[src/rtl/instr_sequencer_pkg.sv]
// instr_sequencer_pkg: shared types and constants for the instruction sequencer
package instr_sequencer_pkg;
  localparam int IW = 16;
  localparam logic [IW-1:0] HALT_DEFAULT = 16'h0000;
  typedef enum logic [2:0] {IDLE, FETCH, ISSUE, WAIT, HALTED} state_t;
endpackage

[src/rtl/instr_store.sv]
// instr_store: DEPTH x W synchronous single-write/single-read RAM, no reset
module instr_store import instr_sequencer_pkg::*; #(
  parameter int DEPTH = 16,
  parameter int AW = 4,
  parameter int W = IW
) (
  input  logic          clock,
  input  logic          we,
  input  logic [AW-1:0] waddr,
  input  logic [W-1:0]  wdata,
  input  logic [AW-1:0] raddr,
  output logic [W-1:0]  rdata
);
  logic [W-1:0] mem [DEPTH];
  always_ff @(posedge clock) begin
    if (we) mem[waddr] <= wdata;
    rdata <= mem[raddr];
  end
endmodule

[src/rtl/instr_sequencer.sv]
// instr_sequencer: feeds stored instructions to the core one at a time, with halt and done-watchdog
module instr_sequencer import instr_sequencer_pkg::*; #(
  parameter int DEPTH = 16,
  parameter int AW = 4,
  parameter logic [IW-1:0] HALT_WORD = HALT_DEFAULT,
  parameter bit WRAP = 1'b0,
  parameter int TIMEOUT = 64
) (
  input  logic          clock,
  input  logic          reset,
  input  logic          load_en,
  input  logic [AW-1:0] load_addr,
  input  logic [IW-1:0] load_data,
  input  logic          start,
  input  logic          done,
  output logic [IW-1:0] iin,
  output logic          run,
  output logic [AW-1:0] pc,
  output logic          busy,
  output logic          halted,
  output logic          timeout_err
);
  localparam int WW = $clog2(TIMEOUT);
  state_t state, state_n;
  logic [AW-1:0] pc_n;
  logic [WW-1:0] wd, wd_n;
  logic [IW-1:0] rdata, iin_q;
  logic terr_n;
  instr_store #(.DEPTH(DEPTH), .AW(AW), .W(IW)) u_store (
    .clock(clock), .we(load_en && !busy), .waddr(load_addr), .wdata(load_data),
    .raddr(pc), .rdata(rdata)
  );
  assign busy = state == FETCH || state == ISSUE || state == WAIT;
  assign halted = state == HALTED;
  assign run = state == ISSUE && rdata != HALT_WORD;
  // the store output is only valid in ISSUE, so iin is held in a register otherwise
  assign iin = run ? rdata : iin_q;
  always_ff @(posedge clock or posedge reset) begin
    if (reset) begin
      state <= IDLE;
      pc <= '0;
      wd <= '0;
      timeout_err <= 1'b0;
      iin_q <= '0;
    end else begin
      state <= state_n;
      pc <= pc_n;
      wd <= wd_n;
      timeout_err <= terr_n;
      if (run) iin_q <= rdata;
    end
  end
  // the watchdog trips on the cycle it would reach TIMEOUT-1, so WAIT lasts TIMEOUT-1 cycles
  always_comb begin
    state_n = state;
    pc_n = pc;
    wd_n = wd;
    terr_n = timeout_err;
    case (state)
      IDLE, HALTED: if (start) begin
        state_n = FETCH;
        pc_n = '0;
        terr_n = 1'b0;
      end
      FETCH: state_n = ISSUE;
      ISSUE: begin
        state_n = run ? WAIT : HALTED;
        wd_n = '0;
      end
      WAIT: if (done) begin
        state_n = (pc == AW'(DEPTH - 1) && !WRAP) ? HALTED : FETCH;
        pc_n = (pc == AW'(DEPTH - 1) && !WRAP) ? pc : pc + 1'b1;
      end else if (wd == WW'(TIMEOUT - 2)) begin
        state_n = HALTED;
        terr_n = 1'b1;
      end else wd_n = wd + 1'b1;
      default: state_n = IDLE;
    endcase
  end
endmodule

[config.mk]
export PLATFORM = sky130hd
export DESIGN_NAME = instr_sequencer
export DESIGN_NICKNAME = d
export VERILOG_FILES = /design/src/rtl/instr_sequencer_pkg.sv /design/src/rtl/instr_store.sv /design/src/rtl/instr_sequencer.sv
export SDC_FILE = /design/constraint.sdc
export NUM_CORES = 1
export LEC_CHECK = 0
export ABC_AREA = 1
export ABC_CLOCK_PERIOD_IN_PS = 2200
export CORE_MARGIN = 2
export CORE_UTILIZATION = 30
export DETAILED_ROUTE_END_ITERATION = 12
export SLEW_MARGIN = 20
export SYNTH_ARGS = -nofsm -noshare
export SYNTH_HDL_FRONTEND = slang
export SYNTH_SLANG_ARGS = --single-unit
[constraint.sdc]
create_clock -name clock -period 2.2 [get_ports clock]
set_clock_uncertainty 0.15 [all_clocks]
set_input_delay 0.44 -clock clock [delete_from_list [all_inputs] [get_ports clock]]
set_output_delay 0.44 -clock clock [all_outputs]
set_load 0.1 [all_outputs]
After elaboration in Yosys (flattened, before gate mapping)
Memory sizes are Yosys's and may differ from the RTL's. A register that Yosys moved wholly into a read port is not among the register bits.
Index checks and enable logic that the tools add are counted.
- memories: 1
- bits in writable memories: 256
- register bits: 30
- bits of input ports: 25
- logic and storage cells: 55
- output and inout bits: 24
- reduce and logical (&&, ||, !) cells: 14
- $add $sub $neg: 2
- eq/ne operators: 13
- mux-type cells: 20
- memories (memory ; words ; bits a word ; read ports ; clocked after Yosys merged registers in ; wr ports ; line ; RTL):
    u_store.mem ; 16 ; 16 ; 1 ; 1 ; 1 ; instr_store.sv:14 ; logic [W-1:0] mem [DEPTH];
- operators with widths (kind ; number):
    $mux 16 ; 1
    $reduce_bool 16->1 ; 1
    $mux 3 ; 5
    $mux 4 ; 3
    $mux 6 ; 2
    $pmux 3 s4 ; 1
    $pmux 6 s2 ; 1
    $ne 2x2->1 const B ; 5
    $pmux 4 s2 ; 1
    $reduce_and 4->1 ; 2
    $add 6x1->6 const B ; 1
    $eq 3x2->1 const B ; 2
    $eq 6x6->1 const B ; 1
    $mux 1 ; 5
    $add 4x1->4 const B ; 1
    $eq 4x4->1 const B ; 1
    $reduce_bool 2->1 ; 2
    $eq 3x1->1 const B ; 1
    $eq 3x3->1 const B ; 1
    $logic_not 3->1 ; 1
    $ne 3x2->1 const B ; 1
    $reduce_and 3->1 ; 1
    $logic_and 1x1->1 ; 2
    $logic_or 1x1->1 ; 2
    other kinds (5) ; 5

Logic depth before layout (Yosys ltp)
Gate-level depths: netlist of the first run.
- word-level depth: 7
- depth in mapped cells: 9
- depth with buffers taken out: 9

Modules after synthesis
From an unflattened synthesis of the first run, not the netlist that was laid out.
- cells, all modules: 1275
- area total of the unflattened synthesis: 13065.0 µm²
- by module, submodules not included (module ; area each (µm²) ; times used ; seq. area each (µm²) ; cells an instance):
    instr_store ; 11380.9 ; 1 ; 8007.7 ; 1074
    instr_sequencer ; 1684.1 ; 1 ; 750.7 ; 201

Worst setup path after synthesis of the first run
No wires, ideal clock.
- path kind: reg2reg
- start point: reg state[0]
- end point: mem u_store.mem[0][0] (netlist bit) (enable)
- data arrival time: 2.396 ns
- clock period less this slack: 2.859 ns
- stages on the path, launching flop included: 6
- slack: -0.659 ns
- library setup time: 0.313 ns
- cell sequence: dfrtp_1 nor2_2 nor2_1 nor2_2 nand3_1 nor2_1
- word-level cells in the longest chain between the ends: 7
- ends and longest elaborated chain (what ; line ; RTL):
    start: declaration ; instr_sequencer.sv:24 ; state_t state, state_n;
    start signal: assignment ; instr_sequencer.sv:46 ; state <= state_n;
    $eq 3x1->1 or $eq 3x2->1 (tied branches) ; instr_sequencer.sv:33 ; assign busy = state == FETCH || state == ISSUE || state == WAIT;
    $logic_or 1x1->1 ; instr_sequencer.sv:33 ;
    $logic_or 1x1->1 * ; instr_sequencer.sv:33 ;
    net busy ; instr_sequencer.sv:19 ; output logic busy,
    $logic_not 1->1 * ; instr_sequencer.sv:30 ; .clock(clock), .we(load_en && !busy), .waddr(load_addr), .wdata(load_data),
    $logic_and 1x1->1 * ; instr_sequencer.sv:30 ;
    $mux 1 * ; instr_store.sv:16 ; if (we) mem[waddr] <= wdata;
    $mux 1 (not written as such) * ; instr_store.sv:16 ;
    end: declaration ; instr_store.sv:14 ;
The timed path passes the listed nets; every way through them passes the cells marked *.

Worst setup path in the final report of the first run
- start point: reg u_store.rdata[12], read port of u_store.mem
- end point: out iin[13]
- word-level cells in the longest chain between the ends: 3
- ends and longest elaborated chain (what ; line ; RTL):
    start: declaration ; instr_store.sv:12 ; output logic [W-1:0] rdata
    $reduce_bool 16->1 ; instr_sequencer.sv:35 ; assign run = state == ISSUE && rdata != HALT_WORD;
    $logic_and 1x1->1 ; instr_sequencer.sv:35 ;
    $mux 16 ; -- ;
    end: declaration ; instr_sequencer.sv:16 ; output logic [IW-1:0] iin,
Every way passes these cells.

==> results of run 1 <==
## power by group through the flow
stage | registers, mW | logic, mW | clock network (mW)
after floorplan | 7.01 | 4.10 | 0
after global placement | 6.98 | 6.56 | 0
after detailed placement | 6.99 | 6.62 | 0
after CTS | 6.88 | 6.73 | 5.00
after global routing | 6.94 | 7.35 | 5.23
final | 6.90 | 6.93 | 4.90
## area by class of cell
type                            instances  area [µm²]
Multi-Input combinational cell        652        3084
Inverter                               71       276.5
Clock inverter                         13       81.33
Sequential cell                       302        8765
Clock buffer                           41       874.6
Tap cell                              525       656.9
Timing Repair Buffer                  123        1543
Fill cell                            3744       24630
## cell families (layout without fill, tap and decap cells)
group           Yosys count  in the layout  share of synthesized area (%)
buf+inv                 119            248                          4.444
flops                   302            302                          71.84
xor+xnor                  4              4                         0.2874
simple gates            521            521                          17.67
compound gates          124            124                          5.450
fa+ha+maj                 3              3                         0.3079
## registers in the layout (all words and copies together) (netlist names)
signal         count
u_store.mem      256
iin_q             16
u_store.rdata     16
wd                 6
pc                 4
state              3
timeout_err        1
## worst paths after layout
path / cells past startpoint / slack (ps) / from / endpoint
setup / recovery: 9 / -300 / u_store.rdata[12] / iin[13]
hold / removal: 3 / 130 / reset / iin_q[12]
setup reg to reg: 9 / 100 / state[0] / u_store.mem[10][11]
hold reg to reg: 2 / 350 / iin_q[2] / iin_q[2]
max in group asynchronous: 3 / 1450 / reset / pc[0]
min in group clock: 2 / 350 / iin_q[2] / iin_q[2]
## cell usage after synthesis
| cell | n | share of area [%] |
|---|---|---|
| nand2_1 | 288 | 8.9 |
| edfxtp_1 | 256 | 63 |
| nor2_1 | 112 | 3.4 |
| nand3_1 | 103 | 4.2 |
| inv_1 | 61 | 1.9 |
| a21oi_1 | 48 | 2.0 |
| o21ai_0 | 40 | 1.6 |
| dfrtp_1 | 30 | 6.2 |
| buf_2 | 27 | 1.1 |
| o21ai_1 | 18 | 0.74 |
| dfxtp_1 | 16 | 2.6 |
| o211ai_1 | 16 | 0.99 |
| buf_4 | 7 | 0.43 |
| inv_2 | 7 | 0.22 |
| nand2_2 | 7 | 0.36 |
| clkbuf_1 | 6 | 0.18 |
| nor2_2 | 5 | 0.26 |
| buf_1 | 4 | 0.12 |
| buf_6 | 4 | 0.37 |
| nor2_4 | 4 | 0.37 |
| ha_1 | 3 | 0.31 |
| inv_4 | 2 | 0.10 |
| xnor2_1 | 2 | 0.14 |
| xor2_1 | 2 | 0.14 |
| a31oi_1 | 1 | 0.051 |
| clkinv_1 | 1 | 0.031 |
| nand2_4 | 1 | 0.092 |
| nand4_1 | 1 | 0.051 |
| o31ai_1 | 1 | 0.062 |
## what timing repair did
item                                    in CTS  in global routing
endpoints found under the setup margin      19                 18
gates resized for setup                      9                 18
buffers inserted                             3                  6
cloned                                       0                  1
pin swaps                                    3                  8
## per-stage QoR
stage	total power, mW	hold WS (ps)	instance area [µm²]	utilization (%)	cells
2_1_floorplan	11.12	351.9	12300	-	1073
3_3_place_gp	13.55	347.2	14150	35.44	1663
3_5_place_dp	13.61	352.9	14150	35.44	1663
4_1_cts	18.61	127.0	15160	37.97	1720
5_1_grt	19.52	155.9	15280	38.28	1727
6_report	18.73	125.6	15280	38.28	1727
## worst min-delay path, cell delays in order
cell and delay [ps]:
clkdlybuf4s50_1 400, inv_1 50, buf_4 350
## cells in the final DEF, fill, tap and decap left out, types with 2 or more instances in the layout
cell type | Yosys | layout
nor2_2 | 5 | 24
clkdlybuf4s50_1 | 0 | 24
nor2_1 | 112 | 91
buf_4 | 7 | 54
clkbuf_8 | 0 | 4
edfxtp_1 | 256 | 256
dfrtp_1 | 30 | 28
o21ai_1 | 18 | 18
nand3_1 | 103 | 103
xor2_1 | 2 | 2
nor2_4 | 4 | 6
xnor2_1 | 2 | 2
clkinv_2 | 0 | 6
nand2_2 | 7 | 20
dfxtp_1 | 16 | 15
nand2_4 | 1 | 14
a21oi_1 | 48 | 48
clkbuf_16 | 0 | 33
clkbuf_1 | 6 | 5
o21ai_0 | 40 | 40
nand2_1 | 288 | 262
o211ai_1 | 16 | 16
buf_12 | 0 | 43
inv_4 | 2 | 2
inv_1 | 61 | 61
clkinvlp_4 | 0 | 2
clkinv_1 | 1 | 4
inv_2 | 7 | 6
ha_1 | 3 | 3
## metal layers
metal  routed length, µm  up-vias  share of wire (%)  global-route usage, %
li1                    -     3866                  -                      -
met2               14750      269                 47                  23.98
met3                2379       42                7.6                  3.247
met4                 636        0                2.0                  3.623
met1               13430     3904                 43                  20.10
met5                   0        -                  0                      0
==> results.toml, run 1 <==
[synthesis]
ys_types = 29
netlist_instances = 1073
yosysSeqAreaShare_pct = 71.84
mappedNetlistArea_um2 = 12190
synth_seq_cells = 302
avgSynthCellArea_um2 = 11.36
syn_nets = 1101
ys_warn_count = 0

[global_route]
grt_pass1_vias = 7810
globalRouteTotalUtil_pct = 14.77
grt.overflow.total = 0
grt_max_degree = 50
antenna_found_initial = 2
grt_pass1_wl_um = 46730

[floorplanning]
dieArea_um2 = 42270
io_pins = 49
die_w_um = 205.6
core_area_um2 = 39910
initial_core_util_pct = 30.54
rows = 73
die_h_um = 205.6

[pwr]
power_frac_seq_pct = 36.8
switching_share_pct = 37.29
clkPwrFrac_pct = 26.2
p_leak_nw = 5.780
intPower_mw = 11.75
powerDensity_nw_per_um2 = 1226
switchingPower_mw = 6.986
p_comb_share_pct = 37.0
ir_worst_vdd_v = 0.0008570

[sta]
finalSetupViolCount = 19
hold_violations = 0
finalCriticalPeriod_ps = 2502
rsz0062_at_grt = "true"
tns_ps = -4796
drv_slew = 0
fin_ws_ps = -301.9
slew_headroom_pct = 73.24
fmax_mhz = 399.7
post-route-period-util_pct = 113.7
worstMarginPinSlew_ps = 400.0

[drt]
drtIter0Drc = 707
drc = 0
vias_per_cell = 4.679
wl_um = 31190
vias = 8081
ant_nets = 0
wire_per_inst_um = 18.06
dr.pass1.iters = 5

[cts]
cts-htree-levels = 1
clk_latency_ps = 570
root_buffer = "clkbuf_16"
cts_buffers = 30
ctsHoldBuffers = 0
cts_tree = "done"
clk_pin_slew_ps = 60
clockBufferDepth = 3
cts_sinks = 302

[min_path]
holdCritPathClass = "input pin to async pin"

[run]
drv_cap = 0

[placement]
post-dp-hpwl_um = 20100
gp_congestion = 0.8650
place_worst_setup_slack_ps = -53.88
io_buffer_count = 48

[critical_path]
worstPathRequired_ps = 1610
cp_slowest_stage_delay_ps = 310
cpLargestDelayFamily = "simple AND/OR/NAND/NOR gates"
end_kind = "primary output"
crit_fanout = 8
arrival_ps = 1910
path_cells = "nor2_1 -> nand2_1 -> nor2_2 -> nand2_2 -> nand2_4 -> clkbuf_16 -> nand2_2 -> nand2_4 -> buf_12"
path_buf_inv = 2
worstSetupPathType = "flip-flop to primary output"
worstSetupStartpointType = "flip-flop"
slowest_stage = "dfxtp_1"

[cells_and_area]
antenna_cells = 0
syn_to_final_growth_pct = 25.34
nets = 1208
final_layout_size_suffix_gt1_share_pct = 18.39

[outcome]
violations = "negative setup slack"
status = "finished with violations"
Note: power is estimated with default switching activity, not from simulation.
==> run 2, diff against run 1 <==
--- a/config.mk
+++ b/config.mk
@@ -10,6 +10,7 @@
 export CORE_MARGIN = 2
 export CORE_UTILIZATION = 30
 export DETAILED_ROUTE_END_ITERATION = 12
+export MAX_ROUTING_LAYER = met4
 export SLEW_MARGIN = 20
 export SYNTH_ARGS = -nofsm -noshare
 export SYNTH_HDL_FRONTEND = slang
==> results.toml, run 2 (same netlist as run 1, synthesis figures left out) <==
[critical_path]
end_kind = "primary output"
slowest_stage = "dfxtp_2"
worstSetupPathType = "flip-flop to primary output"
path_cells = "nor2_2 -> nand2_1 -> nor2_4 -> nand2_2 -> nand2_4 -> buf_12 -> inv_16 -> nand2_1 -> nand2_4 -> buf_12"
crit_fanout = 17
worstPathRequired_ps = 1610
worstSetupStartpointType = "flip-flop"
cp.depth = 10
ff2ff_path_depth = 9
cpLargestDelayFamily = "simple AND/OR/NAND/NOR gates"
arrival_ps = 1940
path_buf_inv = 3
cp_slowest_stage_delay_ps = 330

[drt]
wire_per_inst_um = 17.45
vias_per_cell = 4.628
dr.pass1.iters = 6
ant_nets = 0
drc = 0
drtIter0Drc = 661
vias = 8011
wl_um = 30200

[placement]
place_worst_setup_slack_ps = -114.0
place_inst = 1662
post-dp-hpwl_um = 19510
io_buffer_count = 48
gp_congestion = 0.8509
placed_area_um2 = 14230

[cells_and_area]
final_area_um2 = 15470
fin_cells = 1731
final_common_cell = "nand2_1"
final_util_pct = 38.75
final_cell_mix = "nand2_1 (259), edfxtp_1 (256), nand3_1 (102)"
largest_reg_flops = 256
top_register = "u_store.mem"
antenna_cells = 0
largestRegisters = "u_store.mem x256, iin_q x16, u_store.rdata x16"
syn_to_final_growth_pct = 26.88
final_layout_size_suffix_gt1_share_pct = 19.98
nets = 1210

[floorplanning]
die_w_um = 205.6
dieArea_um2 = 42270
die_h_um = 205.6
io_pins = 49
initial_core_util_pct = 30.54
rows = 73
core_area_um2 = 39910

[sta]
rsz0062_at_grt = "true"
fin_ws_ps = -334.1
finalSetupViolCount = 19
drv_slew = 0
worstMarginPinSlew_ps = 400.8
finalCriticalPeriod_ps = 2534
slew_headroom_pct = 73.28
post-route-period-util_pct = 115.2
fmax_mhz = 394.6
hold_violations = 0

[global_route]
grt_max_degree = 59
antenna_found_initial = 0
globalRouteTotalUtil_pct = 14.76
grt.overflow.total = 0
grt_pass1_wl_um = 45220
grt_pass1_vias = 7728

[pwr]
p_leak_nw = 5.839
powerDensity_nw_per_um2 = 1234
totalPowerFinal_mw = 19.08
ir_worst_vdd_v = 0.0008988

[cts]
cts-htree-levels = 1
clk_pin_slew_ps = 60
clockBufferDepth = 3
root_buffer = "clkbuf_16"
cts_tree = "done"
ctsHoldBuffers = 0
clk_latency_ps = 570
cts_buffers = 30
cts_sinks = 302

[run]
drv_cap = 0

[outcome]
status = "finished with violations"
violations = "negative setup slack"

[min_path]
holdCritPathClass = "input pin to async pin"
## run 2: changes by cell type in the layout (fill, tap and decap cells not counted), moves of 4 or more
cell,previous run,this run
clkbuf_1,5,0
buf_12,43,50
buf_4,54,50
nand2_2,20,26
clkinvlp_4,2,6
## run 2: final cells by class
type / count / area (µm²)
Sequential cell: 302 / 8770
Tap cell: 525 / 656.9
Timing Repair Buffer: 125 / 1642
Clock inverter: 20 / 182.7
Inverter: 71 / 290.3
Fill cell: 3689 / 24450
Multi-Input combinational cell: 652 / 3094
Clock buffer: 36 / 833.3
## run 2: what timing repair did
| action | 4_1_cts | 5_1_grt |
|---|---|---|
| setup buffers | 5 | 7 |
| gates cloned | 0 | 1 |
| pin swaps | 1 | 13 |
| setup endpoints to repair | 18 | 18 |
| hold endpoints to repair | 0 | 0 |
| gates resized for setup | 13 | 22 |
## run 2: power by group
| group | leakage, nW | total, mW | internal (mW) | switching, mW |
|---|---|---|---|---|
| clock network | 0.491 | 5.15 | 2.95 | 2.20 |
| registers | 2.82 | 6.92 | 6.67 | 0.247 |
| logic | 2.53 | 7.01 | 2.38 | 4.63 |
| total | 5.84 | 19.1 | 12.0 | 7.08 |
## run 2: tightest hold or removal path: cells and delay by family
family | cells | cell delay, ps
buffers and inverters | 3 | 800
## run 2: metal layers
layer  vias to the layer above  track usage [%]  wire, µm
li1                       3874                -         -
met1                      3892            19.70     13560
met2                       195            23.45     14330
met3                        50            2.360      1523
met4                         0            3.931       790
met5                         -                -         0
## run 2: final timing paths
check | start | end | slack [ps]
min reg2reg | u_store.rdata[12] | iin_q[12] | 340
min in group clock | u_store.rdata[12] | iin_q[12] | 340
min | reset | iin_q[12] | 120
max in group asynchronous | reset | pc[0] | 1460
max reg2reg | state[1] | u_store.mem[11][2] | 80
max | u_store.rdata[14] | iin[6] | -330
## run 2: through the flow
step                      setup TNS (ps)  hold WS, ps
after floorplan                   -51600        351.9
after global placement            -18230        348.7
after detailed placement           -7985        344.3
after CTS                          -4697        117.1
after global routing               -6684        154.3
final                              -5343        115.5
==> run 3, diff against run 2 <==
--- a/config.mk
+++ b/config.mk
@@ -11,7 +11,6 @@
 export CORE_UTILIZATION = 30
 export DETAILED_ROUTE_END_ITERATION = 12
 export MAX_ROUTING_LAYER = met4
-export SLEW_MARGIN = 20
 export SYNTH_ARGS = -nofsm -noshare
 export SYNTH_HDL_FRONTEND = slang
 export SYNTH_SLANG_ARGS = --single-unit
==> results of run 3 <==
The final DEF is identical to that of run 2; final timing and power are the same.
